**config.mk**
```make
export PLATFORM = sky130hd
export DESIGN_NAME = uartprobe_cmd_ctrl
export DESIGN_NICKNAME = d
export VERILOG_FILES = /design/src/rtl/uartprobe_pkg.sv /design/src/rtl/uartprobe_byte_shifter.sv /design/src/rtl/uartprobe_cmd_ctrl.sv
export SDC_FILE = /design/constraint.sdc
export NUM_CORES = 1
export LEC_CHECK = 0
export CAP_MARGIN = 20
export CORE_MARGIN = 5
export CORE_UTILIZATION = 44
export CTS_CLUSTER_DIAMETER = 50
export DETAILED_ROUTE_END_ITERATION = 7
export HOLD_SLACK_MARGIN = 0.15
export PLACE_DENSITY = 0.85
export SYNTH_ARGS = -nofsm -noshare
export SYNTH_HDL_FRONTEND = slang
export SYNTH_SLANG_ARGS = --single-unit
```
**constraint.sdc**
```tcl
create_clock -name clk -period 2.1 [get_ports clk]
set_input_delay 0.42 -clock clk [delete_from_list [all_inputs] [get_ports clk]]
set_output_delay 0.42 -clock clk [all_outputs]
set_load 0.01 [all_outputs]
```
**src/rtl/uartprobe_pkg.sv**
```systemverilog
// Shared opcodes, response codes and controller state encoding for uartprobe.
package uartprobe_pkg;

    localparam logic [7:0] CMD_READ  = 8'h01;
    localparam logic [7:0] CMD_WRITE = 8'h02;
    localparam logic [7:0] CMD_ID    = 8'h03;

    localparam logic [7:0] RSP_ACK = 8'hAA;
    localparam logic [7:0] RSP_NAK = 8'hEE;

    typedef enum logic [1:0] {
        IDLE       = 2'd0,
        RX_PAYLOAD = 2'd1,
        TX         = 2'd2
    } state_t;

endpackage

```
**src/rtl/uartprobe_byte_shifter.sv**
```systemverilog
// Byte-wide shift register: parallel load, shifts toward byte 0, fill byte enters at the top.
// Latency: load/shift visible the cycle after the enable edge; head is byte 0.
// Backpressure: none, the owner gates load_en/shift_en with its own handshakes.
module uartprobe_byte_shifter #(
    parameter int BYTES = 4
) (
    input  logic               clk,
    input  logic               aresetn,
    input  logic               load_en,
    input  logic [8*BYTES-1:0] load_dat,
    input  logic               shift_en,
    input  logic [7:0]         fill_byte,
    output logic [7:0]         head,
    output logic [8*BYTES-1:0] shift_dat
);

    logic [8*BYTES-1:0] q;

    generate
        if (BYTES == 1) begin : g_one
            assign shift_dat = fill_byte;
        end else begin : g_multi
            assign shift_dat = {fill_byte, q[8*BYTES-1:8]};
        end
    endgenerate

    always_ff @(posedge clk or negedge aresetn) begin
        if (!aresetn) begin
            q <= '0;
        end else if (load_en) begin
            q <= load_dat;
        end else if (shift_en) begin
            q <= shift_dat;
        end
    end

    assign head = q[7:0];

endmodule

```
**src/rtl/uartprobe_cmd_ctrl.sv**
```systemverilog
// Decodes rx command bytes, snapshots/updates probes, and streams response bytes on tx.
// Latency: first response byte valid one cycle after the accepting rx edge (or last payload byte).
// Backpressure: tx_valid holds until tx_ready; rx_ready is low for the whole response.
module uartprobe_cmd_ctrl
    import uartprobe_pkg::*;
#(
    parameter int                       PROBE_BYTES = 4,
    parameter logic [7:0]               ID_BYTE     = 8'h5A,
    parameter logic [8*PROBE_BYTES-1:0] OUT_RESET   = '0
) (
    input  logic                       clk,
    input  logic                       aresetn,
    input  logic                       rx_valid,
    input  logic [7:0]                 rx_data,
    output logic                       rx_ready,
    output logic                       tx_valid,
    output logic [7:0]                 tx_data,
    input  logic                       tx_ready,
    input  logic [8*PROBE_BYTES-1:0]   probe_in,
    output logic [8*PROBE_BYTES-1:0]   probe_out,
    output logic                       probe_out_strobe,
    output logic                       busy
);

    localparam int             PW       = 8 * PROBE_BYTES;
    localparam int             CW       = $clog2(PROBE_BYTES + 1);
    localparam logic [CW-1:0]  CNT_FULL = CW'(PROBE_BYTES);
    localparam logic [CW-1:0]  CNT_ONE  = CW'(1);

    state_t          state, state_nxt;
    logic [CW-1:0]   cnt;
    logic            rx_hs, tx_hs, last, commit;
    logic            sh_load, sh_shift;
    logic [PW-1:0]   sh_load_dat, sh_shift_dat;
    logic [7:0]      sh_fill;

    assign rx_hs  = rx_valid && rx_ready;
    assign tx_hs  = tx_valid && tx_ready;
    assign last   = (cnt == CNT_ONE);
    assign commit = (state == RX_PAYLOAD) && rx_hs && last;

    always_ff @(posedge clk or negedge aresetn) begin
        if (!aresetn) state <= IDLE;
        else          state <= state_nxt;
    end

    always_comb begin
        state_nxt = state;
        case (state)
            IDLE:       if (rx_hs) state_nxt = (rx_data == CMD_WRITE) ? RX_PAYLOAD : TX;
            RX_PAYLOAD: if (rx_hs && last) state_nxt = TX;
            TX:         if (tx_hs && last) state_nxt = IDLE;
            default:    state_nxt = IDLE;
        endcase
    end

    always_comb begin
        tx_valid = (state == TX);
        busy     = (state != IDLE);
    end

    // One shifter serves both directions: payload enters at the top, responses leave from byte 0.
    always_comb begin
        sh_load     = 1'b0;
        sh_load_dat = '0;
        sh_shift    = 1'b0;
        sh_fill     = 8'h00;
        case (state)
            IDLE: begin
                if (rx_hs) begin
                    case (rx_data)
                        CMD_READ:  begin sh_load = 1'b1; sh_load_dat = probe_in;          end
                        CMD_WRITE: ;
                        CMD_ID:    begin sh_load = 1'b1; sh_load_dat = PW'(ID_BYTE);      end
                        default:   begin sh_load = 1'b1; sh_load_dat = PW'(RSP_NAK);      end
                    endcase
                end
            end
            RX_PAYLOAD: begin
                sh_fill = rx_data;
                if (rx_hs) begin
                    if (last) begin
                        sh_load     = 1'b1;
                        sh_load_dat = PW'(RSP_ACK);
                    end else begin
                        sh_shift = 1'b1;
                    end
                end
            end
            TX:      sh_shift = tx_hs;
            default: ;
        endcase
    end

    uartprobe_byte_shifter #(.BYTES(PROBE_BYTES)) u_shifter (
        .clk       (clk),
        .aresetn   (aresetn),
        .load_en   (sh_load),
        .load_dat  (sh_load_dat),
        .shift_en  (sh_shift),
        .fill_byte (sh_fill),
        .head      (tx_data),
        .shift_dat (sh_shift_dat)
    );

    // The full shadow including the final payload byte commits in one edge, so no partial update shows.
    always_ff @(posedge clk or negedge aresetn) begin
        if (!aresetn) begin
            cnt              <= '0;
            probe_out        <= OUT_RESET;
            probe_out_strobe <= 1'b0;
            rx_ready         <= 1'b0;
        end else begin
            probe_out_strobe <= commit;
            rx_ready         <= (state_nxt != TX);
            if (commit) probe_out <= sh_shift_dat;
            case (state)
                IDLE: begin
                    if (rx_hs)
                        cnt <= (rx_data == CMD_READ || rx_data == CMD_WRITE) ? CNT_FULL : CNT_ONE;
                end
                RX_PAYLOAD: begin
                    if (rx_hs) cnt <= last ? CNT_ONE : cnt - CNT_ONE;
                end
                TX: begin
                    if (tx_hs) cnt <= cnt - CNT_ONE;
                end
                default: cnt <= '0;
            endcase
        end
    end

endmodule

```
==> results.json <==
{
  "gr-total-overflow": 0,
  "path_clk_slew_ps": 80,
  "slew-limit-headroom": 0.666,
  "dpl_worst_slack_ps": -473,
  "swShare": 0.339,
  "switchingPower_w": 0.00174,
  "criticalPathCategory": "input pin to flip-flop",
  "hold_viol": 0,
  "diodes": 0,
  "finalSetupTns_ps": 0,
  "cp.required_ps": 2380,
  "hpwlAfterDp_um": 7330,
  "synth_edf_count": 0,
  "worstPathMaxFanout": 13,
  "nets": 529,
  "gp_congestion": 0.881,
  "viasPerCell": 5.74,
  "nFillCells": 559,
  "antenna_found_initial": 0,
  "ant_nets": 0,
  "cts_tree": "yes",
  "synth_area_um2": 3430,
  "min_from": "rx_data[2]",
  "grt_pass1_wl_um": 16400,
  "io_pins": 88,
  "status": "complete, no violations",
  "async_reset_ff_frac": 1.00,
  "pwr-share-seq": 0.376,
  "portBuffers": 87,
  "drc_errors": 0,
  "finalSetupViolations": 0,
  "drive_gt1_frac": 0.145,
  "drtIter0Drc": 235,
  "maxSlewViolCount": 0,
  "drv_cap": 0,
  "power.internal_w": 0.00339,
  "cts_sinks": 71,
  "p_per_area_nw_per_um2": 1020,
  "ys.flop_type": "dfrtp_1",
  "die_y_um": 98.2,
  "dr.pass1.iters": 4,
  "vias": 3361,
  "rr_startpoint": "state[0]",
  "layout_commonest_cell": "nand2_1",
  "cp-start-kind": "input pin",
  "wl_per_cell_um": 17.9,
  "syn_nets": 414,
  "layout_common_cells": "116 x nand2_1, 77 x clkdlybuf4s50_1, 71 x dfrtp_1, 30 x buf_4, 22 x o211ai_1",
  "crit_path_start": "rx_data[1]",
  "layout_min_cycle_time_ps": 2040,
  "yosysWarnings": 0,
  "numCtsBuffers": 9,
  "clkPwrFrac": 0.247,
  "htreeDepth": 3,
  "synthDistinctLibCells": 44,
  "wl_um": 10500,
  "cp.arrival_ps": 2320,
  "postSynthCellCount": 364,
  "hold_slack_ps": 427,
  "p_comb_frac": 0.377,
  "multi_input_area_um2": 1530,
  "grt_max_degree": 53,
  "initial_core_util": 0.448,
  "p_leak_nw": 2.34,
  "final_util": 0.661,
  "worst_pin_slew_ps": 501,
  "hp-class": "input pin to flip-flop",
  "cts.path.max_buffers": 2,
  "die_area_um2": 9650,
  "clockRootBuffer": "clkbuf_8",
  "die_w_um": 98.2,
  "first_global_vias": 3323,
  "track_usage": 0.211,
  "fmax_mhz": 490,
  "core_um2": 7650,
  "syn_area_per_cell_um2": 9.41,
  "area_delta_synth_final_pct": 47.6,
  "ys_ff_latch": 71,
  "end_kind": "flip-flop",
  "p_total_w": 0.00514,
  "worstSkewPairLatency_ps": 370,
  "ir_drop_mv": 0.522,
  "finalWorstSetupSlack_ps": 57.7,
  "ys_seq_area_frac": 0.519,
  "skew_ps": 12.3,
  "rows": 32,
  "register_area_um2": 1780,
  "timing.final.crit_share": 0.973
}
==> cell families after synthesis <==
logic type      Yosys count  synth area share
fa+ha+maj                 6            0.0219
buf+inv                  38            0.0467
simple gates            152             0.195
compound gates           95             0.212
flops                    71             0.519
mux                       2           0.00584
==> critical path, stage by stage <==
cell and delay (ps):
clkdlybuf4s50_1 440, or4b_4 510, a2111oi_4 330, buf_4 220, buf_12 150, a22oi_1 80
o21ai_1 170
==> sequential cells by signal (all words and copies together), names as in the netlist <==
| signal | count |
|---|---|
| u_shifter.q | 32 |
| probe_out | 32 |
| probe_out_strobe | 1 |
| state | 2 |
| rx_ready | 1 |
| cnt | 3 |
==> power by group through the flow <==
stage / clock network [W] / logic (W) / registers [W]
2_1_floorplan: 0 / 0.00102 / 0.00189
3_3_place_gp: 0 / 0.00162 / 0.00194
3_5_place_dp: 0 / 0.00172 / 0.00194
4_1_cts: 0.00127 / 0.00175 / 0.00192
5_1_grt: 0.00133 / 0.00207 / 0.00196
6_report: 0.00127 / 0.00194 / 0.00193
==> synthesized netlist by cell type, types with 4 or more instances <==
cell type    n  area share
nand4_1     10       0.018
o21ai_1      8       0.012
nor2_1       4      0.0044
inv_1       11       0.012
nand2b_1     4      0.0073
dfrtp_1     71        0.52
a21oi_1     10       0.015
buf_2        8       0.012
o211ai_1    22       0.048
a22oi_1      8       0.018
ha_1         6       0.022
a2bb2oi_1   20       0.051
clkbuf_1    16       0.018
o21ai_0      6      0.0088
nand2_1    117        0.13
==> path summary, 6_finish.rpt <==
check	endpoint	slack, ps	cells past startpoint
hold / removal	probe_out[26]	430	4
hold reg to reg	probe_out[17]	480	2
setup reg to reg	u_shifter.q[5]	120	7
setup / recovery	u_shifter.q[31]	60	7
min in group asynchronous	probe_out[3]	550	2
max in group asynchronous	probe_out[31]	910	3
==> area by class of cell <==
type / count / area share
Clock buffer: 9 / 0.0245
Clock inverter: 7 / 0.0208
Inverter: 11 / 0.00817
Multi-Input combinational cell: 255 / 0.303
Sequential cell: 71 / 0.351
Tap cell: 102 / 0.0252
Timing Repair Buffer: 131 / 0.266
==> through the flow <==
step                      area [µm²]  std cells
final                           5050        586
after CTS                       4880        580
after global placement          4620        560
after detailed placement        4620        560
after floorplan                 3430        364
after global routing            5050        586
==> per-layer routing <==
metal | track usage | wire, µm
met4 | 0.104 | 363
met2 | 0.339 | 5140
met1 | 0.274 | 4340
met3 | 0.0393 | 665
met5 | 0 | 0
==> what timing repair did <==
item	4_1_cts	5_1_grt
endpoints found under the hold margin	19	0
cloned	1	3
pin swaps	1	7
setup buffers	2	3
gates resized for setup	4	22
hold buffers	1	0
setup endpoints to repair	23	29
Note: power is estimated with default switching activity, not from simulation.
